--- config.mk ---
export PLATFORM = sky130hd
export DESIGN_NAME = result_byte_serializer
export DESIGN_NICKNAME = d
export VERILOG_FILES = /design/src/rtl/result_byte_serializer.sv
export SDC_FILE = /design/constraint.sdc
export NUM_CORES = 1
export LEC_CHECK = 0
export ABC_AREA = 0
export CAP_MARGIN = 20
export CORE_UTILIZATION = 35
export DETAILED_ROUTE_END_ITERATION = 10
export SETUP_SLACK_MARGIN = 0.15
export SLEW_MARGIN = 20
export SYNTH_ARGS = -nofsm -noshare
export SYNTH_HDL_FRONTEND = slang
export SYNTH_SLANG_ARGS = --single-unit
--- constraint.sdc ---
create_clock -name clk -period 4.2 [get_ports clk]
set_clock_uncertainty 0.05 [all_clocks]
set_input_delay 0.42 -clock clk [delete_from_list [all_inputs] [get_ports clk]]
set_output_delay 0.42 -clock clk [all_outputs]
set_load 0.005 [all_outputs]
--- src/rtl/result_byte_serializer.sv ---
// result_byte_serializer: captures one wide result word on load and streams it out as bytes over valid/ready.
// Defining SER_CHECKSUM_EN appends one XOR checksum byte after the data bytes.
module result_byte_serializer #(
  parameter int NBYTES    = 8,
  parameter bit MSB_FIRST = 1'b0
) (
  input  logic                  clk,
  input  logic                  rst,
  input  logic [8*NBYTES-1:0]   data_in,
  input  logic                  load,
  input  logic                  tx_ready,
  output logic [7:0]            dato_out,
  output logic                  tx_valid,
  output logic                  busy,
  output logic                  done
);
  localparam int W  = 8 * NBYTES;
  localparam int CW = $clog2(NBYTES + 1);
`ifdef SER_CHECKSUM_EN
  localparam int NTX = NBYTES + 1;
`else
  localparam int NTX = NBYTES;
`endif
  typedef enum logic [1:0] {IDLE, SEND, DONE} state_t;
  state_t         state_q, state_d;
  logic [W-1:0]   sr_q, sr_d;
  logic [CW-1:0]  cnt_q, cnt_d;
  logic [7:0]     head, cur;
  logic           last;
  assign head = MSB_FIRST ? sr_q[W-1 -: 8] : sr_q[7:0];
  assign last = cnt_q == CW'(NTX - 1);
`ifdef SER_CHECKSUM_EN
  logic [7:0] csum_q, csum_d;
  // Once all data bytes have gone out, the counter selects the running XOR instead of the register.
  assign cur = (cnt_q == CW'(NBYTES)) ? csum_q : head;
  always_comb
    csum_d = (state_q == IDLE && load) ? 8'h00 :
             (state_q == SEND && tx_ready) ? csum_q ^ head : csum_q;
  always_ff @(posedge clk or posedge rst)
    if (rst) csum_q <= 8'h00;
    else     csum_q <= csum_d;
`else
  assign cur = head;
`endif
  always_comb begin
    state_d = state_q;
    sr_d    = sr_q;
    cnt_d   = cnt_q;
    case (state_q)
      IDLE: if (load) begin
        sr_d    = data_in;
        cnt_d   = '0;
        state_d = SEND;
      end
      SEND: if (tx_ready) begin
        sr_d    = MSB_FIRST ? {sr_q[W-9:0], 8'h00} : {8'h00, sr_q[W-1:8]};
        cnt_d   = cnt_q + CW'(1);
        state_d = last ? DONE : SEND;
      end
      default: state_d = IDLE;
    endcase
  end
  always_ff @(posedge clk or posedge rst)
    if (rst) begin
      state_q <= IDLE;
      sr_q    <= '0;
      cnt_q   <= '0;
    end else begin
      state_q <= state_d;
      sr_q    <= sr_d;
      cnt_q   <= cnt_d;
    end
  assign tx_valid = state_q == SEND;
  assign busy     = tx_valid;
  assign done     = state_q == DONE;
  assign dato_out = tx_valid ? cur : 8'h00;
endmodule

# Yosys cells after proc, flatten, opt, wreduce, memory -nomap -nowiden
# Index checks and enable logic that the tools add are counted.
word_totals:
  register_bits: 70
  input_bits: 68
  out_inout_bits: 11
  elab_cells: 24
op_classes:
  addsub: 1
  eq_ne: 5
  n_mux: 11
  n_reduce_logical: 4
ops:
  columns: ["op", "n"]
  rows:
  - ["$mux W64", 2]
  - ["$pmux W64 S2", 1]
  - ["$mux W4", 2]
  - ["$mux W8", 1]
  - ["$pmux W4 S2", 1]
  - ["$mux W2", 3]
  - ["$add A4 B1 Y4 const B", 1]
  - ["$eq A4 B3 Y1 const B", 1]
  - ["$ne A2 B2 Y1 const B", 2]
  - ["$pmux W2 S2", 1]
  - ["$reduce_and A3 Y1", 1]
  - ["$eq A2 B1 Y1 const B", 1]
  - ["$eq A2 B2 Y1 const B", 1]
  - ["$logic_not A2 Y1", 1]
  - ["$reduce_and A2 Y1", 1]
  - ["$reduce_bool A2 Y1", 1]

# Longest topological paths before layout
# Gate-level depths: netlist of the first run.
depth:
  depth_word: 4
  mapped_depth: 7
  ltp_nobuf: 4

# Worst setup path before layout of the first run
# Ideal clock, no wire load.
synth_path:
  kind: "reg-to-output"
  startpoint: "reg state_q[1]"
  endpoint: "out dato_out[0]"
  arrival_time_ns: 1.200
  t_required_ns: 3.730
  setup_slack_ns: 2.530
  path_stages_with_launch: 6
  path_buffers: 2
  path_cell_list: "dfrtp_1 > nand2b_1 > buf_4 > inv_4 > clkbuf_1 > and2_1"
synth_between:
  elab_chain_cells: 2
synth_lines:
  columns: ["element", "line_no", "rtl"]
  rows:
  - ["from (decl)", "25", "state_t state_q, state_d;"]
  - ["from (signal assigned)", "69", "state_q <= state_d;"]
  - ["$eq A2 B1 Y1", "73", "assign tx_valid = state_q == SEND;"]
  - ["via busy", "14", "output logic busy,"]
  - ["$mux W8", "76", "assign dato_out = tx_valid ? cur : 8'h00;"]
  - ["to (decl)", "12", "output logic [7:0] dato_out,"]
# The timed path passes the listed nets, and every way through them passes these cells.

# Worst setup path in the final report of the first run
layout_path:
  startpoint: "reg state_q[1]"
  endpoint: "out dato_out[0]"
layout_between:
  elab_chain_cells: 2
layout_lines:
  columns: ["element", "line_no"]
  rows:
  - ["$eq A2 B1 Y1", "73"]
  - ["$mux W8", "76"]
# No other way between the ends.

==> impl_metrics.json, run 1 <==
{
  "ios": 79,
  "wl_met1_um": 4230,
  "synthesis.area_mm2": 0.00379,
  "final_common_cell": "nand2_1",
  "slew_headroom": 0.372,
  "core-area_mm2": 0.0104,
  "min_path_type": "flip-flop to flip-flop",
  "post-route-min-period_ps": 2570,
  "cts-root-buf": "clkbuf_8",
  "dr_wl_met3_um": 370,
  "synth_edf_count": 0,
  "cts_max_level": 3,
  "power_density_mw_per_mm2": 614,
  "io_buffers": 78,
  "required_ps": 3730,
  "crit_fanout": 52,
  "max_stage_delay_ps": 490,
  "placed_area_mm2": 0.00457,
  "timing.hold.ws_ps": 431,
  "cts_resized": 0,
  "area_delta_synth_final_pct": 24.9,
  "layout.cells.most_common_list": "nand2_1, clkdlybuf4s50_1, dfrtp_1, a211oi_1, a31oi_2",
  "finalInstanceArea_mm2": 0.00473,
  "worst_ir_drop_vdd_mv": 0.208,
  "end_kind": "output pin",
  "grt_max_degree": 60,
  "grt_usage": 0.162,
  "grt_pass1_wl_um": 14600,
  "die_area_mm2": 0.0113,
  "synth_ff_type": "dfrtp_1",
  "antenna_found_initial": 0,
  "hold_buffers": 0,
  "maxUsedRoutingLayer": "met4",
  "ys_async_sr_fraction": 1.00,
  "stdcell_count": 549,
  "finalHoldViolCount": 0,
  "gp_congestion": 0.724,
  "grt_pass1_vias": 2987,
  "postRouteAntennaNets": 0,
  "cts.sink_count": 70,
  "grt-ovfl-total": 0,
  "synth.distinct_cells": 30,
  "cts_made_buffers": 9,
  "diodes": 0,
  "outcome": "completed",
  "ys_warn_count": 0,
  "slowest_stage": "clkdlybuf4s50_1",
  "finalCritPeriodShare": 0.611,
  "leakagePower_uw": 0.00178,
  "start_util": 0.364,
  "finalSetupViolCount": 0,
  "drtPass1Iterations": 4,
  "worstMarginPinSlew_ps": 941,
  "syn_inst": 354,
  "vias": 2840,
  "cts_tree": "done",
  "dp_cells": 536,
  "utilization": 0.454,
  "clk-insertion-delay-late_ps": 340,
  "hpwl_um": 5370,
  "rows": 37,
  "drt_wl_total_um": 8700,
  "critPathKind": "flip-flop to output pin",
  "start_kind": "flip-flop",
  "rsz0062_at_grt": "no",
  "drt_iter0_drc": 210,
  "fin_nets": 480,
  "maxCapViolCount": 0,
  "arrival_ps": 2100,
  "via_per_inst": 5.17,
  "die_h_um": 106,
  "post_cts_buffers": 0,
  "dr_wl_met2_um": 4040,
  "syn_area_per_cell_um2": 10.7,
  "cts_buffer_depth": 2,
  "layout-drive-gt1-share": 0.206,
  "die_w_um": 106,
  "fmax_ghz": 0.389,
  "final_max_slew_viol_count": 0,
  "crit_chain": "nand2b_2 > inv_4 > and2_1 > clkdlybuf4s50_1",
  "synth-seq-cells": 70,
  "drc": 0,
  "post_drt_wl_per_cell_um": 15.8,
  "synth_nets": 423,
  "ys_seq_area_frac": 0.462,
  "cts.clk_slew.worst_paths_ps": 70,
  "tns_ps": 0
}
[layer usage]
layer,vias up,track usage
li1,1395,-
met1,1372,0.219
met2,66,0.263
met3,7,0.0429
met4,0,0.0298
met5,-,0
[Yosys cell counts, types with 2 or more instances]
| cell | count | share of area |
|---|---|---|
| clkbuf_1 | 20 | 0.020 |
| buf_6 | 7 | 0.021 |
| mux2_1 | 6 | 0.018 |
| buf_4 | 3 | 0.0059 |
| nand2_1 | 99 | 0.098 |
| mux2_4 | 5 | 0.020 |
| nor2_1 | 2 | 0.0020 |
| a31oi_2 | 48 | 0.16 |
| mux2_2 | 6 | 0.018 |
| dfrtp_1 | 70 | 0.46 |
| a22o_1 | 9 | 0.021 |
| a211oi_1 | 48 | 0.095 |
| and2_1 | 8 | 0.013 |
| buf_2 | 7 | 0.0092 |
[stage by stage]
| stage | setup WS (ps) | total power (µW) |
|---|---|---|
| 6_report | 1630 | 2910 |
| 2_1_floorplan | 1960 | 2150 |
| 5_1_grt | 1500 | 3130 |
| 4_1_cts | 1600 | 2940 |
| 3_3_place_gp | 1770 | 2430 |
| 3_5_place_dp | 1730 | 2460 |
[registers in the layout, summed over array words and instances, names as in the netlist]
signal,count
sr_q,64
cnt_q,4
state_q,2
[path summary, 6_finish.rpt]
check                                        from                    to  slack [ps]  depth (start not counted)
min reg2reg                   sr_q[1]$_DFFE_PP0P_   sr_q[1]$_DFFE_PP0P_         430                          1
max                        state_q[1]$_DFFE_PP0P_           dato_out[0]        1630                          4
min in group asynchronous                     rst   sr_q[9]$_DFFE_PP0P_         570                          2
max in group asynchronous                     rst  cnt_q[2]$_DFFE_PP0P_        2630                          3
min                           sr_q[1]$_DFFE_PP0P_   sr_q[1]$_DFFE_PP0P_         430                          1
max reg2reg                state_q[1]$_DFFE_PP0P_   sr_q[7]$_DFFE_PP0P_        1770                          4
[layout make-up]
cell class,instances,area [µm²]
Clock inverter,2,10.0
Inverter,2,10.0
Multi-Input combinational cell,245,1830
Sequential cell,70,1750
Tap cell,136,170
Timing Repair Buffer,83,813
Fill cell,1016,5680
Clock buffer,11,151
[cells by family (layout without fill, tap and decap cells)]
family          after synthesis  after routing  synth area share
flops                        70             70             0.462
compound gates              111            111             0.290
mux                          18             18            0.0614
buf+inv                      39             98            0.0584
simple gates                115            115             0.125
fa+ha+maj                     1              1           0.00330
[worst max-delay path, delay by kind of cell (launching register included)]
family / cells / cell delay (ps)
buffers and inverters: 2 / 880
flip-flops: 1 / 440
AND/OR/NAND/NOR: 2 / 430
[report_power, final]
group	switching, µW	total [µW]	internal, µW
Combinational	660	1270	606
Clock	236	471	235
Sequential	182	1170	988
Total	1080	2910	1830
Power figures use the tool's default switching activity.
==> inputs of run 2 (changes only) <==
==> constraint.sdc (replaced) <==
create_clock -name clk -period 2.1 [get_ports clk]
set_clock_uncertainty 0.05 [all_clocks]
set_input_delay 0.21 -clock clk [delete_from_list [all_inputs] [get_ports clk]]
set_output_delay 0.21 -clock clk [all_outputs]
set_load 0.005 [all_outputs]
==> run 2 against run 1 <==
  * Global-route usage grew 0.53 points
  * Sequential cell count is the same
  * Register-to-register slack lost 1500 ps
  * Highest routed layer unchanged
==> impl_metrics.json, run 2 (same netlist as run 1, synthesis figures left out) <==
{
  "outcome": "completed",
  "finalHoldViolCount": 0,
  "reg_top3": "sr_q x64, cnt_q x4, state_q x2",
  "arrival_ps": 1610,
  "die_w_um": 106,
  "grt_pass1_wl_um": 14800,
  "cts_made_buffers": 9,
  "start_kind": "flip-flop",
  "timing.hold.ws_ps": 225,
  "largest_register": "sr_q",
  "power_density_mw_per_mm2": 1250,
  "finalCritPeriodShare": 0.888,
  "critPathLaunch": "state_q[1]$_DFFE_PP0P_",
  "final_common_cell": "nand2_1",
  "start_util": 0.364,
  "r2r_cells": 5,
  "fmax_ghz": 0.536,
  "hold_depth": 2,
  "grt-ovfl-total": 0,
  "cts_buffer_depth": 2,
  "worstMarginPinSlew_ps": 541,
  "via_per_inst": 5.17,
  "r2r_setup_slack_ps": 280,
  "placed_area_mm2": 0.00466,
  "die_h_um": 106,
  "antenna_found_initial": 0,
  "hold_buffers": 0,
  "post_drt_wl_per_cell_um": 15.7,
  "core-area_mm2": 0.0104,
  "io_buffers": 78,
  "min_path_type": "input port to flip-flop",
  "fin_nets": 493,
  "cts_max_level": 3,
  "grt_max_degree": 71,
  "dp_cells": 542,
  "critPathKind": "flip-flop to output pin",
  "drtPass1Iterations": 4,
  "die_area_mm2": 0.0113,
  "layout-drive-gt1-share": 0.240,
  "finalSetupViolCount": 0,
  "postRouteAntennaNets": 0,
  "seqCellArea_mm2": 0.00175,
  "crit_fanout": 12,
  "endpoint": "dato_out[1]",
  "cts_tree": "done",
  "vias": 2921,
  "maxCapViolCount": 0,
  "reg2reg_to": "sr_q[55]$_DFFE_PP0P_",
  "worst_ir_drop_vdd_mv": 0.411,
  "leakagePower_uw": 0.00187,
  "cts-root-buf": "clkbuf_8",
  "tns_ps": 0,
  "end_kind": "output pin",
  "drc": 0,
  "required_ps": 1840,
  "largest_reg_flops": 64,
  "hpwl_um": 5660,
  "rows": 37,
  "layout.cells.most_common_list": "nand2_1, clkdlybuf4s50_1, dfrtp_1, a211oi_1, a31oi_2",
  "slew_headroom": 0.639,
  "stdcell_count": 565,
  "drt_iter0_drc": 120,
  "grt_pass1_vias": 2975,
  "diodes": 0,
  "drt_wl_total_um": 8880,
  "num-fill-cells": 992,
  "finalInstanceArea_mm2": 0.00493,
  "multiInputGateArea_mm2": 0.00183,
  "cts.clk_slew.worst_paths_ps": 70,
  "cts.sink_count": 70,
  "utilization": 0.473,
  "clk-insertion-delay-late_ps": 350,
  "area_delta_synth_final_pct": 30.1,
  "gp_congestion": 0.759,
  "grt_usage": 0.167,
  "reg2reg_from": "state_q[0]$_DFFE_PP0P_",
  "final_max_slew_viol_count": 0,
  "rsz0062_at_grt": "yes",
  "ios": 79,
  "post-route-min-period_ps": 1870
}
[run 2: cell type report]
cell class / instances / share of cell area
multi-input cells: 245 / 0.371
inverters: 2 / 0.00381
repair buffers: 95 / 0.191
clock buffers: 11 / 0.0307
repair inverters: 1 / 0.00127
well taps: 136 / 0.0345
flip-flops and latches: 70 / 0.356
clock inverters: 5 / 0.0117
[run 2: per-stage QoR]
| step | power [µW] | setup WS (ps) |
|---|---|---|
| global route | 6610 | 137 |
| detailed placement | 5000 | 176 |
| global placement | 4940 | 199 |
| CTS | 6190 | 185 |
| floorplan | 4310 | 560 |
| finish | 6150 | 235 |
[run 2: how the worst min path moves through the flow]
stage,start,slack (ps),endpoint
floorplan,data_in[56],300,sr_q[56]$_DFFE_PP0P_
detailed placement,sr_q[0]$_DFFE_PP0P_,430,sr_q[0]$_DFFE_PP0P_
CTS,tx_ready,200,state_q[0]$_DFFE_PP0P_
global route,tx_ready,210,state_q[0]$_DFFE_PP0P_
finish,tx_ready,230,state_q[0]$_DFFE_PP0P_
global placement,sr_q[0]$_DFFE_PP0P_,420,sr_q[0]$_DFFE_PP0P_
[run 2: report_power, final]
part	total (µW)	leakage, µW	switching [µW]	internal (µW)
registers	2340	0.000810	369	1970
clock network	1140	0.0000976	527	611
logic	2670	0.000958	1350	1320
[run 2: layer usage]
| metal | routed length (µm) | up-vias | GRT usage |
|---|---|---|---|
| li1 | - | 1431 | - |
| met1 | 4170 | 1411 | 0.219 |
| met2 | 4220 | 71 | 0.274 |
| met3 | 406 | 8 | 0.0515 |
| met4 | 76 | 0 | 0.0327 |
| met5 | 0 | - | 0 |
[run 2: what timing repair did]
item / 4_1_cts / 5_1_grt
gates cloned: 1 / 0
setup endpoints to repair: 10 / 8
setup buffers: 2 / 4
gates resized for setup: 5 / 0
[run 2: worst max-delay path, cell delays in order (launching register included)]
cell	delay (ps)
dfrtp_2	400
nand2b_4	170
inv_8	80
and2_1	120
clkdlybuf4s50_1	490
==> inputs of run 3 (changes only) <==
--- a/config.mk
+++ b/config.mk
@@ -7,8 +7,9 @@
 export LEC_CHECK = 0
 export ABC_AREA = 0
 export CAP_MARGIN = 20
-export CORE_UTILIZATION = 35
+export CORE_UTILIZATION = 46
 export DETAILED_ROUTE_END_ITERATION = 10
+export PLACE_DENSITY = 0.76
 export SETUP_SLACK_MARGIN = 0.15
 export SLEW_MARGIN = 20
 export SYNTH_ARGS = -nofsm -noshare
==> run 3 against run 2 <==
  * Wire length shrank 5.1%
  * Sequential share of layout area increased by 0.21 points
  * Fmax fell by 1.5%
  * Sequential power barely moved
  * Sequential cell count did not move
  * Critical path type unchanged
  * Critical path depth is the same
  * Via count shrank 0.68%
  * Count of clock-buffer cells in the layout down 1
  * Critical endpoint is now dato_out[6]
  * Non-clock buffer count is 4 lower
  * Global-route usage rose by 3.9 points
==> impl_metrics.json, run 3 (same netlist as run 1, synthesis figures left out) <==
{
  "outcome": "completed",
  "grt_max_degree": 71,
  "rsz0062_at_grt": "no",
  "cts_made_buffers": 9,
  "grt_pass1_wl_um": 13800,
  "leakagePower_uw": 0.00187,
  "required_ps": 1840,
  "crit_chain": "nand2b_4 > inv_8 > and2_1 > clkdlybuf4s50_1",
  "final_common_cell": "nand2_1",
  "fin_nets": 489,
  "cts.sink_count": 70,
  "fmax_ghz": 0.528,
  "finalSetupViolCount": 0,
  "min_path_type": "input port to flip-flop",
  "start_kind": "flip-flop",
  "cts.clk_slew.worst_paths_ps": 70,
  "p_clk_frac": 0.205,
  "grt_usage": 0.206,
  "diodes": 0,
  "crit_fanout": 11,
  "hold_buffers": 0,
  "drt_iter0_drc": 161,
  "pwr-share-seq": 0.372,
  "final_max_slew_viol_count": 0,
  "slew_headroom": 0.666,
  "p_total_uw": 6300,
  "reg2reg_from": "state_q[0]$_DFFE_PP0P_",
  "cts_max_level": 3,
  "grt-ovfl-total": 0,
  "layout.cells.most_common_list": "nand2_1, clkdlybuf4s50_1, dfrtp_1, a211oi_1, a31oi_2",
  "hold_depth": 2,
  "drt_wl_total_um": 8430,
  "grt_pass1_vias": 2849,
  "num-fill-cells": 667,
  "hold_path_end": "state_q[0]$_DFFE_PP0P_",
  "ios": 79,
  "cts-root-buf": "clkbuf_8",
  "arrival_ps": 1630,
  "post_drt_wl_per_cell_um": 16.0,
  "reg2reg_to": "sr_q[7]$_DFFE_PP0P_",
  "start_util": 0.483,
  "worstMarginPinSlew_ps": 502,
  "layout-drive-gt1-share": 0.228,
  "postRouteAntennaNets": 0,
  "antenna_found_initial": 0,
  "largest_reg_flops": 64,
  "area_delta_synth_final_pct": 29.2,
  "post-route-min-period_ps": 1890,
  "end_kind": "output pin",
  "maxCapViolCount": 0,
  "die_h_um": 92.8,
  "critPathKind": "flip-flop to output pin",
  "power_density_mw_per_mm2": 1290,
  "die_w_um": 92.8,
  "hpwl_um": 5470,
  "cts_buffer_depth": 2,
  "finalHoldViolCount": 0,
  "seqCellArea_mm2": 0.00175,
  "slowest_stage": "clkdlybuf4s50_1",
  "io_buffers": 78,
  "max_stage_delay_ps": 500,
  "die_area_mm2": 0.00861,
  "vias": 2901,
  "via_per_inst": 5.50,
  "largest_register": "sr_q",
  "p_comb_frac": 0.423,
  "p_int_uw": 4070,
  "rows": 32,
  "multiInputGateArea_mm2": 0.00183,
  "core-area_mm2": 0.00785,
  "p_switching_uw": 2230,
  "r2r_setup_slack_ps": 350,
  "finalCritPeriodShare": 0.902,
  "drc": 0,
  "clk-insertion-delay-late_ps": 340,
  "r2r_cells": 4,
  "cts_tree": "done",
  "hp-start": "tx_ready",
  "tns_ps": 0,
  "drtPass1Iterations": 5,
  "reg_top3": "sr_q x64, cnt_q x4, state_q x2",
  "worst_ir_drop_vdd_mv": 0.651,
  "switching_share": 0.353,
  "gp_congestion": 0.743
}
run 3: cell count changes in the layout (fill, tap and decap cells not counted), sizes merged:
| cell | before | now |
|---|---|---|
| bufinv | 1 | 3 |
| clkbuf | 11 | 10 |
| clkinvlp | 4 | 3 |
| buf | 18 | 14 |
run 3: power groups by stage:
stage	logic, µW	clock network, µW	registers, µW
global placement	2560	0	2350
floorplan	2060	0	2250
CTS	2680	1310	2350
detailed placement	2640	0	2370
finish	2660	1290	2350
global route	2920	1370	2420
run 3: worst max path at each step:
stage	from	endpoint	cells past startpoint
after detailed placement	load	sr_q[7]$_DFFE_PP0P_	4
after global placement	state_q[1]$_DFFE_PP0P_	cnt_q[1]$_DFFE_PP0P_	5
after global routing	state_q[1]$_DFFE_PP0P_	dato_out[6]	4
after floorplan	state_q[1]$_DFFE_PP0P_	sr_q[2]$_DFFE_PP0P_	6
after CTS	state_q[0]$_DFFE_PP0P_	dato_out[6]	4
final	state_q[1]$_DFFE_PP0P_	dato_out[6]	4
run 3: area by class of cell:
class,instances,share of cell area
Sequential cell,70,0.358
Clock buffer,10,0.0261
Clock inverter,6,0.0225
Timing Repair inverter,1,0.00128
Tap cell,102,0.0261
Multi-Input combinational cell,245,0.374
Inverter,2,0.00383
Timing Repair Buffer,91,0.189
run 3: routing by layer:
metal,routed length (µm),share of wire,vias up,global-route usage
li1,-,-,1431,-
met1,3760,0.45,1380,0.266
met2,4130,0.49,77,0.341
met3,379,0.045,13,0.0353
met4,161,0.019,0,0.0885
met5,0,0,-,0
run 3: metrics by stage:
| stage | std cells | hold WS (ps) | util | cell area (µm²) | worst slack [ps] |
|---|---|---|---|---|---|
| global placement | 508 | 415 | 0.590 | 4630 | 276 |
| finish | 527 | 262 | 0.624 | 4900 | 207 |
| floorplan | 354 | 300 | - | 3790 | 560 |
| CTS | 526 | 251 | 0.623 | 4890 | 154 |
| detailed placement | 508 | 422 | 0.590 | 4630 | 239 |
| global route | 527 | 272 | 0.624 | 4900 | 157 |
run 3: timing repair:
action,4_1_cts,5_1_grt
setup buffers,1,1
gates cloned,1,0
gates resized for setup,4,0
setup endpoints to repair,10,8
run 3: worst max-delay path: cells and delay by family (launching register included):
kind,cells,cell delay [ps]
buf+inv,2,600
flops,1,380
simple gates,2,320
